File: config.mk
export PLATFORM = sky130hd
export DESIGN_NAME = sprite_renderer
export DESIGN_NICKNAME = d
export VERILOG_FILES = /design/src/rtl/sprite_renderer.sv
export SDC_FILE = /design/constraint.sdc
export NUM_CORES = 1
export LEC_CHECK = 0
export ABC_AREA = 0
export CORE_MARGIN = 1
export CORE_UTILIZATION = 50
export DETAILED_ROUTE_END_ITERATION = 10
export HOLD_SLACK_MARGIN = 0.1
export PLACE_DENSITY = 0.78
export SLEW_MARGIN = 20
export SYNTH_ARGS = -nofsm -noshare
export SYNTH_HDL_FRONTEND = slang
export SYNTH_SLANG_ARGS = --single-unit
File: constraint.sdc
create_clock -name clk -period 7.1 [get_ports clk]
set_clock_uncertainty 0.15 [all_clocks]
set_input_delay 2.13 -clock clk [delete_from_list [all_inputs] [get_ports clk]]
set_output_delay 2.13 -clock clk [all_outputs]
set_load 0.02 [all_outputs]
File: src/rtl/sprite_renderer.sv
`default_nettype none
// ============================================================================
//  Module      : sprite_renderer
//  Description : Single-sprite overlay for a VGA pixel stream. A host loads a
//                descriptor into a shadow slot; the shadow is promoted to the
//                active slot only at frame start so a frame never tears.
//                Two-stage pipeline: hit/border detect, then colour select.
//  Revision    : 1.0 - initial release
// ============================================================================
module sprite_renderer #(
   parameter int H_ACTIVE = 640,
   parameter int V_ACTIVE = 480,
   parameter int SPRITE_W = 16,
   parameter int SPRITE_H = 16
) (
   input  logic        clk,
   input  logic        rst,
   input  logic [9:0]  pixelX,
   input  logic [9:0]  pixelY,
   input  logic        videoOn,
   input  logic        frameStart,
   input  logic        loadValid,
   output logic        loadReady,
   input  logic [9:0]  loadX,
   input  logic [9:0]  loadY,
   input  logic [23:0] loadColor,
   input  logic        loadEnable,
   input  logic [23:0] bgColor,
   output logic [7:0]  outRed,
   output logic [7:0]  outGreen,
   output logic [7:0]  outBlue,
   output logic        outActive
);

   // Extents are widened to 11 bits so X+W past column 1023 cannot wrap to 0.
   localparam logic [10:0] c_SPR_W  = 11'(SPRITE_W);
   localparam logic [10:0] c_SPR_H  = 11'(SPRITE_H);
   localparam logic [9:0]  c_H_LAST = 10'(H_ACTIVE - 1);
   localparam logic [9:0]  c_V_LAST = 10'(V_ACTIVE - 1);
   localparam logic [23:0] c_WHITE  = 24'hFFFFFF;

   // Shadow descriptor, waiting for the next frame start
   logic        r_pending;
   logic [9:0]  r_shX;
   logic [9:0]  r_shY;
   logic [23:0] r_shColor;
   logic        r_shEn;

   // Active descriptor, the one being drawn this frame
   logic [9:0]  r_actX;
   logic [9:0]  r_actY;
   logic [23:0] r_actColor;
   logic        r_actEn;

   // Stage 1 pipeline registers
   logic        r_s1Hit;
   logic        r_s1Video;
   logic        r_s1Border;
   logic [23:0] r_s1Bg;

   // Stage 2 (output) registers
   logic [23:0] r_outColor;
   logic        r_outActive;

   logic        w_accept;
   logic        w_hitX;
   logic        w_hitY;
   logic        w_hit;
   logic        w_border;

   assign loadReady = !r_pending;
   assign w_accept  = loadValid && !r_pending;

   // Descriptor handshake: capture to shadow, promote to active on frame start only
   always_ff @(posedge clk) begin
      if (rst) begin
         r_pending  <= 1'b0;
         r_shX      <= '0;
         r_shY      <= '0;
         r_shColor  <= '0;
         r_shEn     <= 1'b0;
         r_actX     <= '0;
         r_actY     <= '0;
         r_actColor <= '0;
         r_actEn    <= 1'b0;
      end else if (frameStart) begin
         if (r_pending) begin
            r_actX     <= r_shX;
            r_actY     <= r_shY;
            r_actColor <= r_shColor;
            r_actEn    <= r_shEn;
            r_pending  <= 1'b0;
         end else if (w_accept) begin
            // Load coinciding with frame start bypasses the shadow entirely
            r_actX     <= loadX;
            r_actY     <= loadY;
            r_actColor <= loadColor;
            r_actEn    <= loadEnable;
         end
      end else if (w_accept) begin
         r_shX     <= loadX;
         r_shY     <= loadY;
         r_shColor <= loadColor;
         r_shEn    <= loadEnable;
         r_pending <= 1'b1;
      end
   end

   assign w_hitX = ({1'b0, pixelX} >= {1'b0, r_actX}) &&
                   ({1'b0, pixelX} <  ({1'b0, r_actX} + c_SPR_W));
   assign w_hitY = ({1'b0, pixelY} >= {1'b0, r_actY}) &&
                   ({1'b0, pixelY} <  ({1'b0, r_actY} + c_SPR_H));
   assign w_hit  = r_actEn && videoOn && w_hitX && w_hitY;

   assign w_border = (pixelX == 10'd0) || (pixelX == c_H_LAST) ||
                     (pixelY == 10'd0) || (pixelY == c_V_LAST);

   // Stage 1: register hit/border classification and the background sample
   always_ff @(posedge clk) begin
      if (rst) begin
         r_s1Hit    <= 1'b0;
         r_s1Video  <= 1'b0;
         r_s1Border <= 1'b0;
         r_s1Bg     <= '0;
      end else begin
         r_s1Hit    <= w_hit;
         r_s1Video  <= videoOn;
         r_s1Border <= w_border;
         r_s1Bg     <= bgColor;
      end
   end

   // Stage 2: colour priority blank > sprite > border > background
   always_ff @(posedge clk) begin
      if (rst) begin
         r_outColor  <= '0;
         r_outActive <= 1'b0;
      end else begin
         r_outActive <= r_s1Video;
         if (!r_s1Video) begin
            r_outColor <= '0;
         end else if (r_s1Hit) begin
            r_outColor <= r_actColor;
         end else if (r_s1Border) begin
            r_outColor <= c_WHITE;
         end else begin
            r_outColor <= r_s1Bg;
         end
      end
   end

   assign outRed    = r_outColor[23:16];
   assign outGreen  = r_outColor[15:8];
   assign outBlue   = r_outColor[7:0];
   assign outActive = r_outActive;

endmodule
`default_nettype wire

# Word level (Yosys, flattened, before mapping)
# Index checks and enable logic that the tools add are counted.
# word_totals
latch_bits	0
mem_count	0
in_bits	94
ram_bits	0
elab_cells	52
reg_bits	143
output_inout_bits	26
rom_bits	0
# op_classes
mul	0
mux	10
n_bitwise	2
n_lt_le_gt_ge	4
n_reduce_logical	17
n_addsub	2
eq_ne	2
shifts	0
n_div	0
# op_table
cell	count
24-bit 2-to-1 mux	4
10-bit 2-to-1 mux	4
10-bit by 5-bit adder with 11-bit output, second input constant	2
10-bit by 11-bit less-than comparator with 1-bit output	2
10-bit greater-or-equal comparator	2
10-bit logical NOT	2
10-bit == test, second input constant	1
10-bit by 9-bit == test with 1-bit output, second input constant	1
1-bit logical AND	6
2-bit AND reduction	2
2-bit OR reduction	2
1-bit logical OR	3
1-bit 2-to-1 mux	2
1-bit NOT	2
2-bit nonzero test	1
1-bit logical NOT	1

# Depth between registers and ports, before layout
# logic_depth
word_depth	5
depth_mapped	9
ltp_nobuf	9

# Worst setup path after synthesis
# No wires, ideal clock.
# synth_path
path_type	in2reg
start	input port pixelY[4]
end	register r_s1Hit
setup_ns	0.103
setup_slack_ns	3.515
n_path_buf	0
required_ns	6.847
cell_stages	6
t_arrival_ns	3.331
path_cell_list	ha_1 nand2b_1 a211oi_2 nor3_1 a211o_1 a2111oi_2
# synth_between
elab_chain_cells	3
elab_cells_between_ends	4
cone_classes	order compare: 2; reduce/logical: 2
# synth_rtl
item	line	source
start: declaration	19	input logic [9:0] pixelY,
10-bit by 11-bit less-than comparator with 1-bit output / 10-bit greater-or-equal comparator (equally long branches)	112, 111	
1-bit logical AND (*)	111	assign w_hitY = ({1'b0, pixelY} >= {1'b0, r_actY}) &&
1-bit logical AND (*)	113	assign w_hit = r_actEn && videoOn && w_hitX && w_hitY;
end signal: assignment	126	r_s1Hit <= w_hit;
end: declaration	56	logic r_s1Hit;
# Every way passes the cells marked *; elsewhere a longest branch is shown, timed or not.
# A chain may end at the register's enable or synchronous reset.

# Worst setup path in the final report
# layout_path
start	input port loadValid
end	register r_actX[9]
# layout_between
elab_chain_cells	3
# layout_rtl
item	line	source
start: declaration	22	input logic loadValid,
1-bit logical AND	72	assign w_accept = loadValid && !r_pending;
2-bit nonzero test (no line)	-	
2-bit AND reduction (no line)	-	
end signal: assignment	88	r_actX <= r_shX;
end signal: assignment	95	r_actX <= loadX;
end: declaration	50	logic [9:0] r_actX;
# Every way passes these cells.

==> flow_summary.yaml <==
outcome:
  status: "complete, but fails checks"
  violations: "DRC"
power:
  vdd.ir_drop.worst_v: 0.000172
  leakage_nw: 2.97
  powerDensity_nw_per_um2: 269
clock_network:
  cts.repair.resized: 0
  h-tree-depth: 4
  cts.sinks: 143
  root_buffer: "clkbuf_16"
  clock_path_buffers: 2
  cts_tree: "done"
  clk_pin_slew_ns: 0.06
  cts_setup_buffers: 0
  hold_buffers: 0
  cts_buffers: 17
  clk_latency_ns: 0.41
route:
  postRouteAntennaNets: 0
  vias_per_cell: 5.47
  drcViolationCount: 16
  dr.pass1.iters: 10
  vias: 5102
  post_drt_wl_per_cell_um: 15.4
  postRouteWirelength_mm: 14.4
  drt_iter0_drc: 330
logic_synthesis:
  synth_nets: 807
  yosysWarnings: 0
  synth_xor_area_share_pct: 1.16
  synth-compound-area-share_pct: 15.4
  synth.mux.area_fraction_pct: 7.43
  synth_area_sq_um: 6060
  avgSynthCellArea_sq_um: 8.93
  synth-simple-area-share_pct: 17.2
  synth_ff_type: "dfxtp_1"
  synth.yosys.seq_area_share_pct: 47.2
  async_reset_ff_share_pct: 0
  synth_top_family_by_area: "simple AND/OR/NAND/NOR gates"
  synth_seq_cells: 143
  synthAdderAreaFrac_pct: 7.02
  yosysUniqueCellTypes: 41
  syn-instance-count: 679
  synth_edf_count: 0
floorplanning:
  die-area_sq_um: 12600
  pin_count: 120
  num_rows: 39
  start_util_pct: 52.2
  die_w_um: 112
  dieHeight_um: 112
  design.core.area_sq_um: 11600
global_route:
  antenna_found_initial: 1
  grt_max_degree: 89
  grt_pass1_vias: 5114
  grt_pass1_wl_mm: 23.7
  track_usage_pct: 23.7
  grt-ovfl-total: 0
timing:
  worst_pin_slew_ns: 0.994
  maxSlewHeadroom_pct: 33.7
  period_minus_slack_ns: 4.24
  hold_viol: 0
  post-route-period-util_pct: 59.7
  whs_ns: 0.305
  fmax_ghz: 0.236
  report.final.slew_viol_count: 0
  finalSetupViolations: 0
  setup_tns_ns: 0
  worst_slack_ns: 2.86
  rsz0062_at_grt: "no"
final_layout:
  final_cell_mix: "dfxtp_1, clkdlybuf4s50_1, nand2_1"
  final_common_cell: "dfxtp_1"
  area_growth_pct: 31.7
  fin_area_sq_um: 7980
  fin_nets: 904
  drive_above_1_share_pct: 5.83
  fin_util_pct: 68.7
setup_path:
  path_class: "input pin to register"
  cp-start-kind: "input pin"
  crit_path_frequent_cell: "nor2_1"
  worst_ep_required_time_ns: 7.26
  max_stage_delay_ns: 0.75
  end_kind: "register"
  critical_path.slowest_cell: "nor2_4"
  worstPathArrival_ns: 4.40
  reg2reg_from: "r_pending"
  worstSetupStartpoint: "loadValid"
  crit_fanout: 47
  crit_chain: "clkdlybuf4s50_1 -> nor2_1 -> nor2_4 -> buf_4 -> nor2_1 -> a211oi_1"
placement:
  io_buffers: 119
  detailed_place_hpwl_mm: 9.75
  place_congestion: 0.955
  placed_cell_area_sq_um: 7280
  dp_slack_ns: 2.45
worst_hold_path:
  hp-class: "register to register"
  hold_start: "r_shColor[23]"
flow_run:
  maxCapViolations: 0
[logic make-up after synthesis]
kind of cell,Yosys count
simple gates,234
compound gates,145
flops,143
buf+inv,70
mux,45
fa+ha+maj,34
xor+xnor,8
[final timing paths]
kind         slack [ns]  depth (start not counted)             to
max                2.86                          6      r_actX[9]
min                0.30                          2  r_shColor[23]
max reg2reg        4.02                          6      r_actX[9]
min reg2reg        0.30                          2  r_shColor[23]
[metal layers]
layer	vias to the layer above	global-route usage, %	part of all wire (%)
met2	134	41.8	50
li1	2549	-	-
met4	0	10.7	2.2
met3	26	5.13	4.5
met5	-	0	0
met1	2393	27.6	43
[power breakdown]
part | internal, mW | total [mW] | switching [mW]
registers | 0.845 | 0.868 | 0.0238
logic | 0.120 | 0.244 | 0.123
clock network | 0.705 | 1.04 | 0.333
[cell usage after synthesis, drive strengths merged (5+ instances only)]
cell type | number | share of area, %
clkbuf | 30 | 1.9
nor2b | 27 | 2.8
nand2 | 91 | 5.6
nand2b | 5 | 0.52
ha | 34 | 7.0
a21oi | 58 | 4.8
dfxtp | 143 | 47
nor3 | 8 | 0.74
mux2i | 45 | 7.4
buf | 14 | 1.2
a211oi | 47 | 5.9
nor2 | 76 | 4.7
xnor2 | 8 | 1.2
o22ai | 23 | 2.4
inv | 26 | 1.6
nand3 | 11 | 0.99
[state kept, by name, indices dropped and copies added (netlist names), 10 cells and up]
register    flops
r_actColor     24
r_actY         10
r_shX          10
r_s1Bg         24
r_shColor      24
r_outColor     24
r_actX         10
r_shY          10
[stage by stage]
step                power, mW  std cells
detailed placement       1.13        900
finish                   2.15        933
global route             2.23        932
global placement         1.11        900
floorplan                1.02        679
CTS                      2.16        932
[final cells by class]
class / instances / area, sq um
clock buffer: 18 / 439
timing repair buffer: 122 / 1210
fill: 920 / 3630
clock inverter: 14 / 259
antenna: 1 / 2.50
multi-input combinational: 466 / 2930
tap: 143 / 179
inverter: 26 / 97.6
sequential: 143 / 2860
[critical path, delay by kind of cell]
| kind | cells | cell delay [ns] |
|---|---|---|
| simple gates | 3 | 0.95 |
| compound gates | 1 | 0.24 |
| buf+inv | 2 | 1.05 |
(Power assumes the default switching activity.)
